### config.mk
export PLATFORM = sky130hd
export DESIGN_NAME = cache_fill_arbiter_flat
export DESIGN_NICKNAME = d
export VERILOG_FILES = /design/src/rtl/cache_fill_arbiter_pkg.sv /design/src/rtl/cache_fill_arbiter_if.sv /design/src/rtl/cache_fill_arbiter_word_counter.sv /design/src/rtl/cache_fill_arbiter.sv /design/src/flat_wrapper.sv
export SDC_FILE = /design/constraint.sdc
export NUM_CORES = 1
export LEC_CHECK = 0
export CORE_MARGIN = 2
export CORE_UTILIZATION = 39
export DETAILED_ROUTE_END_ITERATION = 16
export GPL_TIMING_DRIVEN = 0
export PLACE_DENSITY = 0.81
export SETUP_SLACK_MARGIN = 0.4
export SLEW_MARGIN = 20
export SYNTH_ARGS = -nofsm -noshare
export SYNTH_HDL_FRONTEND = slang
export SYNTH_SLANG_ARGS = --single-unit
### constraint.sdc
create_clock -name clk -period 2.3 [get_ports clk]
set_input_delay 0.69 -clock clk [delete_from_list [all_inputs] [get_ports clk]]
set_output_delay 0.69 -clock clk [all_outputs]
set_load 0.005 [all_outputs]
### src/rtl/cache_fill_arbiter_pkg.sv
// Shared types and constants for the cache fill arbiter.
// No logic; pure declarations.
// No flow control.
package mem_arb_pkg;

  // Words per 16-byte block and the width of a word index within it.
  localparam int WORDS_PER_BLOCK = 8;
  localparam int CNT_W           = 3;

  // Clears the byte offset within a 16-byte block.
  localparam logic [15:0] BLOCK_MASK = 16'hFFF0;

  typedef enum logic [1:0] {
    IDLE  = 2'd0,
    STORE = 2'd1,
    FILL  = 2'd2
  } state_t;

  typedef enum logic {
    TGT_I = 1'b0,
    TGT_D = 1'b1
  } target_t;

endpackage

### src/rtl/cache_fill_arbiter_if.sv
// Port bundle between the arbiter and the shared pipelined main memory.
// Memory returns read data a fixed 4 cycles after the read is issued.
// No backpressure: memory accepts one access per cycle unconditionally.
interface cache_fill_arbiter_if #(
  parameter int ADDR_W = 16
) ();

  logic              mem_en;
  logic              mem_wr;
  logic [ADDR_W-1:0] mem_addr;
  logic [15:0]       mem_wdata;
  logic [15:0]       mem_rdata;
  logic              mem_valid;

  // Arbiter side issues accesses and receives read returns.
  modport master (
    output mem_en, mem_wr, mem_addr, mem_wdata,
    input  mem_rdata, mem_valid
  );

  // Memory side.
  modport slave (
    input  mem_en, mem_wr, mem_addr, mem_wdata,
    output mem_rdata, mem_valid
  );

endinterface

### src/rtl/cache_fill_arbiter_word_counter.sv
// Word index counter for block fills, with synchronous clear and increment.
// Count updates one cycle after inc; done is combinational (count==max and inc).
// No backpressure: inc is applied whenever asserted.
module word_counter #(
  parameter int W = 3
) (
  input  logic         clk,
  input  logic         rst_n,
  input  logic         clr,
  input  logic         inc,
  output logic [W-1:0] count,
  output logic         done
);

  // Clear takes priority over increment; wraps to zero after the last word.
  always_ff @(posedge clk or negedge rst_n) begin
    if (!rst_n) begin
      count <= '0;
    end else if (clr) begin
      count <= '0;
    end else if (inc) begin
      count <= count + W'(1);
    end
  end

  assign done = inc && (count == {W{1'b1}});

endmodule

### src/rtl/cache_fill_arbiter.sv
// Shares one pipelined memory between I/D block fills and D write-through stores.
// Fill: reads in cycles 1-8 after the request, tag write in cycle 12; store: 1 cycle.
// Requests are level-held and wait in IDLE; stores win over misses, I over D.
module cache_fill_arbiter #(
  parameter int WORDS_PER_BLOCK = 8,
  parameter int ADDR_W          = 16
) (
  input  logic                  clk,
  input  logic                  rst_n,
  input  logic                  i_miss,
  input  logic [ADDR_W-1:0]     i_miss_addr,
  input  logic                  d_miss,
  input  logic [ADDR_W-1:0]     d_miss_addr,
  input  logic                  d_store,
  input  logic [ADDR_W-1:0]     d_store_addr,
  input  logic [15:0]           d_store_data,
  output logic                  store_ack,
  cache_fill_arbiter_if.master  mem,
  output logic [ADDR_W-1:0]     fill_addr,
  output logic [15:0]           fill_data,
  output logic                  i_data_we,
  output logic                  d_data_we,
  output logic                  i_tag_we,
  output logic                  d_tag_we,
  output logic                  busy
);

  import mem_arb_pkg::*;

  localparam int CW = $clog2(WORDS_PER_BLOCK);

  state_t            state;
  state_t            state_nxt;
  target_t           tgt;
  logic [ADDR_W-1:0] base;
  logic [ADDR_W-1:0] st_addr;
  logic [15:0]       st_data;
  logic              issuing;

  logic [CW-1:0]     issue_cnt;
  logic [CW-1:0]     ret_cnt;
  logic              issue_done;
  logic              ret_done;
  logic              issue_inc;
  logic              ret_inc;
  logic              take_store;
  logic              take_miss;

  // Arbitration decisions are only made in IDLE.
  assign take_store = (state == IDLE) && d_store;
  assign take_miss  = (state == IDLE) && !d_store && (i_miss || d_miss);

  // Read returns outside FILL are ignored entirely.
  assign issue_inc = (state == FILL) && issuing;
  assign ret_inc   = (state == FILL) && mem.mem_valid;

  word_counter #(.W(CW)) u_issue_cnt (
    .clk   (clk),
    .rst_n (rst_n),
    .clr   (take_miss),
    .inc   (issue_inc),
    .count (issue_cnt),
    .done  (issue_done)
  );

  word_counter #(.W(CW)) u_ret_cnt (
    .clk   (clk),
    .rst_n (rst_n),
    .clr   (take_miss),
    .inc   (ret_inc),
    .count (ret_cnt),
    .done  (ret_done)
  );

  // State register.
  always_ff @(posedge clk or negedge rst_n) begin
    if (!rst_n) begin
      state <= IDLE;
    end else begin
      state <= state_nxt;
    end
  end

  // Next-state: a store takes one cycle, a fill ends on its last return.
  always_comb begin
    state_nxt = state;
    case (state)
      IDLE: begin
        if (d_store) begin
          state_nxt = STORE;
        end else if (i_miss || d_miss) begin
          state_nxt = FILL;
        end
      end
      STORE:   state_nxt = IDLE;
      FILL:    state_nxt = ret_done ? IDLE : FILL;
      default: state_nxt = IDLE;
    endcase
  end

  // Capture request context when granted so outputs never depend on live inputs.
  always_ff @(posedge clk or negedge rst_n) begin
    if (!rst_n) begin
      tgt     <= TGT_I;
      base    <= '0;
      st_addr <= '0;
      st_data <= '0;
      issuing <= 1'b0;
    end else begin
      if (take_store) begin
        st_addr <= d_store_addr;
        st_data <= d_store_data;
      end
      if (take_miss) begin
        tgt     <= i_miss ? TGT_I : TGT_D;
        base    <= (i_miss ? i_miss_addr : d_miss_addr) & ADDR_W'(BLOCK_MASK);
        issuing <= 1'b1;
      end else if (issue_done) begin
        issuing <= 1'b0;
      end
    end
  end

  // Outputs from registered state; only read-return strobes follow mem_valid.
  always_comb begin
    mem.mem_en    = 1'b0;
    mem.mem_wr    = 1'b0;
    mem.mem_addr  = '0;
    mem.mem_wdata = '0;
    store_ack     = 1'b0;
    fill_addr     = '0;
    i_data_we     = 1'b0;
    d_data_we     = 1'b0;
    i_tag_we      = 1'b0;
    d_tag_we      = 1'b0;
    case (state)
      STORE: begin
        mem.mem_en    = 1'b1;
        mem.mem_wr    = 1'b1;
        mem.mem_addr  = st_addr;
        mem.mem_wdata = st_data;
        store_ack     = 1'b1;
      end
      FILL: begin
        if (issuing) begin
          mem.mem_en   = 1'b1;
          mem.mem_addr = base + ADDR_W'({issue_cnt, 1'b0});
        end
        fill_addr = base + ADDR_W'({ret_cnt, 1'b0});
        i_data_we = mem.mem_valid && (tgt == TGT_I);
        d_data_we = mem.mem_valid && (tgt == TGT_D);
        i_tag_we  = ret_done && (tgt == TGT_I);
        d_tag_we  = ret_done && (tgt == TGT_D);
      end
      default: ;
    endcase
  end

  assign fill_data = mem.mem_rdata;
  assign busy      = (state != IDLE);

endmodule

### src/flat_wrapper.sv
// flat-port wrapper written by rule: the top's interface ports become plain ports
module cache_fill_arbiter_flat import mem_arb_pkg::*;
#(
  parameter int WORDS_PER_BLOCK = 8,
  parameter int ADDR_W          = 16
)
  (clk, rst_n, i_miss, i_miss_addr, d_miss, d_miss_addr, d_store, d_store_addr, d_store_data, store_ack, fill_addr, fill_data, i_data_we, d_data_we, i_tag_we, d_tag_we, busy, mem_mem_en, mem_mem_wr, mem_mem_addr, mem_mem_wdata, mem_mem_rdata, mem_mem_valid);
  cache_fill_arbiter_if #(.ADDR_W(ADDR_W)) mem_i ();
  input  logic clk;
  input  logic rst_n;
  input  logic i_miss;
  input  logic [ADDR_W-1:0] i_miss_addr;
  input  logic d_miss;
  input  logic [ADDR_W-1:0] d_miss_addr;
  input  logic d_store;
  input  logic [ADDR_W-1:0] d_store_addr;
  input  logic [15:0] d_store_data;
  output logic store_ack;
  output logic [ADDR_W-1:0] fill_addr;
  output logic [15:0] fill_data;
  output logic i_data_we;
  output logic d_data_we;
  output logic i_tag_we;
  output logic d_tag_we;
  output logic busy;
  output wire logic [$bits(mem_i.mem_en)-1:0] mem_mem_en;
  output wire logic [$bits(mem_i.mem_wr)-1:0] mem_mem_wr;
  output wire logic [$bits(mem_i.mem_addr)-1:0] mem_mem_addr;
  output wire logic [$bits(mem_i.mem_wdata)-1:0] mem_mem_wdata;
  input wire logic [$bits(mem_i.mem_rdata)-1:0] mem_mem_rdata;
  input wire logic [$bits(mem_i.mem_valid)-1:0] mem_mem_valid;
  assign mem_mem_en = mem_i.mem_en;
  assign mem_mem_wr = mem_i.mem_wr;
  assign mem_mem_addr = mem_i.mem_addr;
  assign mem_mem_wdata = mem_i.mem_wdata;
  assign mem_i.mem_rdata = mem_mem_rdata;
  assign mem_i.mem_valid = mem_mem_valid;
  cache_fill_arbiter #(.WORDS_PER_BLOCK(WORDS_PER_BLOCK), .ADDR_W(ADDR_W)) u_core (.clk(clk), .rst_n(rst_n), .i_miss(i_miss), .i_miss_addr(i_miss_addr), .d_miss(d_miss), .d_miss_addr(d_miss_addr), .d_store(d_store), .d_store_addr(d_store_addr), .d_store_data(d_store_data), .store_ack(store_ack), .mem(mem_i), .fill_addr(fill_addr), .fill_data(fill_data), .i_data_we(i_data_we), .d_data_we(d_data_we), .i_tag_we(i_tag_we), .d_tag_we(d_tag_we), .busy(busy));
endmodule
# Word-level counts from Yosys, hierarchy flattened
# Index checks and enable logic that the tools add are counted.
[word_totals]
in_bits = 86
ff_bits = 54
wordCells = 59
output_inout_bits = 72
[classes]
n_reduce_logical = 18
n_eq_ne = 5
mux = 23
add_sub_neg = 4
n_bitwise = 1
[ops]
columns = ["op", "n"]
rows = [
  ["$mux W16", 4],
  ["$add A16 B4 Y16", 2],
  ["$pmux W16 S2", 1],
  ["$mux W3", 4],
  ["$logic_and A1 B1 Y1", 11],
  ["$mux W1", 9],
  ["$reduce_bool A2 Y1", 4],
  ["$add A3 B1 Y3 const B", 2],
  ["$eq A3 B3 Y1 const B", 2],
  ["$mux W2", 3],
  ["$pmux W2 S2", 1],
  ["$ne A3 B3 Y1 const B", 1],
  ["$eq A2 B1 Y1 const B", 1],
  ["$eq A2 B2 Y1 const B", 1],
  ["$logic_not A2 Y1", 1],
  ["$pmux W1 S2", 1],
  ["$logic_not A1 Y1", 1],
  ["$logic_or A1 B1 Y1", 1],
  ["$not A1 Y1", 1],
]

# Depth between registers and ports, before layout
[logic_depth]
word_depth = 5
ltp_mapped = 7
mapped_depth_nobuf = 5

# By module
# Synthesis repeated with hierarchy kept, for this count alone.
[unflattened]
hier_cells = 250
hier_area_um2 = 2951.6
[by_module_without_submodules]
columns = ["module", "cells_each", "n_inst", "area_per_inst_um2", "seq_area_each_um2"]
rows = [
  ["cache_fill_arbiter", 226, 1, 2656.3, 1201.2],
  ["word_counter", 12, 2, 147.6, 75.1],
]

# Worst setup path before layout
# OpenSTA, ideal clock, no wires.
[synth_path]
kind = "reg-to-output"
start = "reg u_core.state[1]"
end = "out mem_mem_wdata[10]"
required_ns = 1.610
t_arrival_ns = 1.379
stages_incl_launch_ff = 6
path_buffers = 2
slack_ns = 0.231
path_cell_list = "dfrtp_1 -> inv_1 -> ha_1 -> clkbuf_1 -> clkbuf_1 -> and2_1"
[synth_via]
elab_chain_cells = 2
[synth_lines]
columns = ["element", "line", "rtl"]
rows = [
  ["start, declared", "cache_fill_arbiter.sv:32", "state_t state;"],
  ["start signal, assigned", "cache_fill_arbiter.sv:80", "state <= state_nxt;"],
  ["$eq A2 B1 Y1", "cache_fill_arbiter.sv:136", "case (state)"],
  ["$mux W16", "cache_fill_arbiter.sv:136", ""],
  ["end, declared", "flat_wrapper.sv:29", "output wire logic [$bits(mem_i.mem_wdata)-1:0] mem_mem_wdata;"],
]
# No other way between the ends.

# Worst setup path after layout
[layout_path]
start = "reg u_core.state[0]"
end = "out mem_mem_addr[2]"
[layout_via]
elab_chain_cells = 2
word_cells_on_any_way = 3
cone_classes = "2 x eq/ne; 1 x mux"
[layout_lines]
columns = ["element", "line", "rtl"]
rows = [
  ["$eq A2 B2 Y1 / $eq A2 B1 Y1 (equally long branches)", "cache_fill_arbiter.sv:136", ""],
  ["$pmux W16 S2 *", "cache_fill_arbiter.sv:136", ""],
  ["end, declared", "flat_wrapper.sv:28", "output wire logic [$bits(mem_i.mem_addr)-1:0] mem_mem_addr;"],
]
# Mark *: on every way between the ends. The rest lies on a longest branch, timed or not.

==> flow_summary.json <==
{
  "synthFlopType": "dfrtp_1",
  "rows": 31,
  "place_hpwl_mm": 5.583,
  "vias": 2578,
  "crit_required_ns": 1.61,
  "die_area_sq_um": 8119,
  "wl_mm": 9.078,
  "synth-compound-area-share_pct": 5.669,
  "layout-drive-gt1-share_pct": 59.32,
  "ctsHtreeMaxLevel": 2,
  "clk_latency_ns": 0.30,
  "finalSetupViolations": 33,
  "period_minus_slack_ns": 2.464,
  "yosysWarnings": 0,
  "cts_tree": "yes",
  "hold_viol_final": 0,
  "setup.worst_path.class": "flop to output port",
  "powerDensity_nw_per_um2": 1199,
  "initial_core_util_pct": 40.08,
  "cp-start-kind": "flop",
  "core_sq_um": 7214,
  "post-route-util_pct": 73.26,
  "syn_nets": 341,
  "worst_slew_pin_slew_ns": 0.6875,
  "holdWs_ns": 0.4249,
  "drc": 0,
  "synthCells": 248,
  "grt_antenna_before_repair": 0,
  "synth_area_sq_um": 2892,
  "busiest_layer": "met2",
  "status": "finished, violations left",
  "cp_data_arrival_time_ns": 1.77,
  "vdd_drop_max_mv": 0.6246,
  "finalMaxSlewViolations": 0,
  "hp-class": "input port to async pin",
  "grt_pass1_vias": 2662,
  "ctsHoldBuffers": 0,
  "fin_crit_sh_pct": 107.1,
  "grtUsageTotal_pct": 20.85,
  "final_antenna_net_count": 0,
  "max_slew_margin_pct": 54.17,
  "cts_buffers": 5,
  "grt_overflow": 0,
  "antenna_cells": 0,
  "violations": "negative setup slack",
  "clkSlewWorstSetupHoldPaths_ns": 0.10,
  "synth_top_family_by_area": "multiplexers",
  "viasPerCell": 4.783,
  "ys_types": 29,
  "max_cap_viol_count": 0,
  "nets": 532,
  "cp_max_fo": 5,
  "grtUsageMet3_pct": 4.862,
  "leakagePower_nw": 2.454,
  "fp.dieH_microns": 90.11,
  "grt_first_pass_wirelength_mm": 13.64,
  "ff2ff_setup_slack_ns": 0.33,
  "avgSynthCellArea_sq_um": 11.66,
  "synth-seq-area-share_pct": 46.73,
  "grt_use_met2_pct": 38.10,
  "dr.pass1.iters": 4,
  "clock_sinks": 54,
  "muxShareOfSynthArea_pct": 22.50,
  "routedWlPerCell_microns": 16.84,
  "rsz0062_at_grt": "true",
  "fmax_mhz": 405.9,
  "portBuffers": 132,
  "fin_ws_ns": -0.1639,
  "fp.dieW_microns": 90.11,
  "syn_to_final_growth_pct": 82.78,
  "async_flop_share_pct": 100.0,
  "gp_congestion": 0.7834,
  "clock_skew_ns": 0.01235,
  "cts.path.max_buffers": 2,
  "drt_iter0_markers": 72,
  "grt_max_degree": 55,
  "pin_count": 158,
  "ys_seq_elements": 54,
  "ctsRootBufferMaster": "clkbuf_8",
  "synth-edff-count": 0,
  "endpoint_kind": "output port",
  "synth_xor_area_share_pct": 0.6058,
  "grt_use_met1_pct": 25.20,
  "synth_adder_area_share_pct": 3.029,
  "synth-simple-area-share_pct": 14.06
}
-- critical path, cell delays in order (launching register included) --
cell and delay (ns):
dfrtp_1 0.39, inv_2 0.07, ha_4 0.17, and2_4 0.14, buf_8 0.12, buf_8 0.13
buf_8 0.13, a22oi_2 0.13, nor2b_1 0.06, buf_2 0.13
-- synth_stat cells, types with 2 or more instances --
cell | n | share of area (%)
ha_1 | 7 | 3.0
mux2i_1 | 2 | 0.69
a22oi_1 | 15 | 3.9
and2_1 | 33 | 7.1
buf_4 | 18 | 4.7
mux2_2 | 53 | 21
clkbuf_1 | 5 | 0.65
buf_2 | 6 | 1.0
mux2_1 | 3 | 1.2
nor2b_1 | 16 | 3.5
a21oi_1 | 6 | 1.0
inv_1 | 3 | 0.39
nor2_1 | 6 | 0.78
nand2_1 | 6 | 0.78
nand3_1 | 2 | 0.35
dfrtp_1 | 54 | 47
-- logic make-up (layout without fill, tap and decap cells) --
group	after synthesis	after routing
adders and majority gates	7	7
DFF	54	54
other	1	1
xor gates and xnor gates	2	2
AOI/OAI and AO/OA	24	24
muxes	58	58
and+or+nand+nor	68	68
buffers and inverters	34	226
-- cell type report --
type	instances	area [sq um]
plain buffers	31	330.3
clock buffers	7	86.33
clock inverters	1	5.005
fillers	500	1929
inverters	3	13.76
multi-input cells	160	1599
flip-flops and latches	54	1351
well taps	99	123.9
repair buffers	184	1775
-- stage by stage --
stage / cell area, sq um / total power [mW] / instances / worst slack [ns] / TNS, ns
after detailed placement: 4357 / 4.248 / 479 / -0.5828 / -15.73
after global routing: 5285 / 6.684 / 539 / -0.2552 / -4.750
final: 5285 / 6.339 / 539 / -0.1639 / -2.743
after global placement: 4359 / 4.162 / 479 / -1.162 / -76.99
after floorplan: 2914 / 3.039 / 248 / 0.3895 / 0
after CTS: 4986 / 5.721 / 522 / -0.1455 / -2.405
-- what timing repair did --
item | CTS | global route
gates cloned | 6 | 0
setup endpoints to repair | 120 | 97
buffers inserted | 29 | 17
pin swaps | 11 | 8
gates resized for setup | 314 | 78
-- path summary, 6_finish.rpt --
check | from | depth (start not counted) | to
max reg2reg | u_core.state[0]$_DFFE_PN0P_ | 9 | u_core.base[12]$_DFFE_PN0P_
min reg2reg | u_core.issuing$_DFFE_PN0P_ | 1 | u_core.issuing$_DFFE_PN0P_
min in group clk | u_core.issuing$_DFFE_PN0P_ | 1 | u_core.issuing$_DFFE_PN0P_
min | rst_n | 1 | u_core.st_addr[3]$_DFFE_PN0P_
max | u_core.state[0]$_DFFE_PN0P_ | 9 | mem_mem_addr[2]
max in group asynchronous | rst_n | 1 | u_core.base[15]$_DFFE_PN0P_
-- cell usage in the layout, fill, tap and decap left out, drive strengths merged --
cell           Yosys  final
clkdlybuf4s50      0     58
ha                 7      7
nor2               7      7
a21o               1      1
buf               26    133
conb               1      1
nor2b             16     16
mux2              56     56
a22oi             15     15
nand2              6      6
o21a               1      1
nor3               1      1
clkbuf             5     12
xor2               1      1
nand3              2      2
clkinv             0      1
dfrtp             54     54
nor3b              1      1
dlygate4sd2        0     18
and3               1      1
xnor2              1      1
mux2i              2      2
and4               1      1
inv                3      3
bufbuf             0      1
a21oi              6      6
a31oi              1      1
and2              33     33
-- flip-flops by register name, indices dropped and copies added, names as in the netlist --
signal	flops
u_core.base	12
u_core.issuing	1
u_core.st_addr	16
u_core.st_data	16
u_core.state	2
u_core.tgt	1
u_core.u_issue_cnt.count	3
u_core.u_ret_cnt.count	3
-- routing by layer --
metal | vias to the layer above | share of wire [%]
met5 | - | 0
met4 | 0 | 0.34
met3 | 5 | 5.5
met2 | 86 | 53
met1 | 1275 | 41
li1 | 1212 | -
-- report_power, final --
part	total, mW	switching, mW	internal, mW
Sequential	1.79	0.368	1.42
Combinational	4.01	1.42	2.58
Clock	0.541	0.298	0.244
Total	6.34	2.09	4.25
No activity file was read; power rests on OpenSTA's default activity.
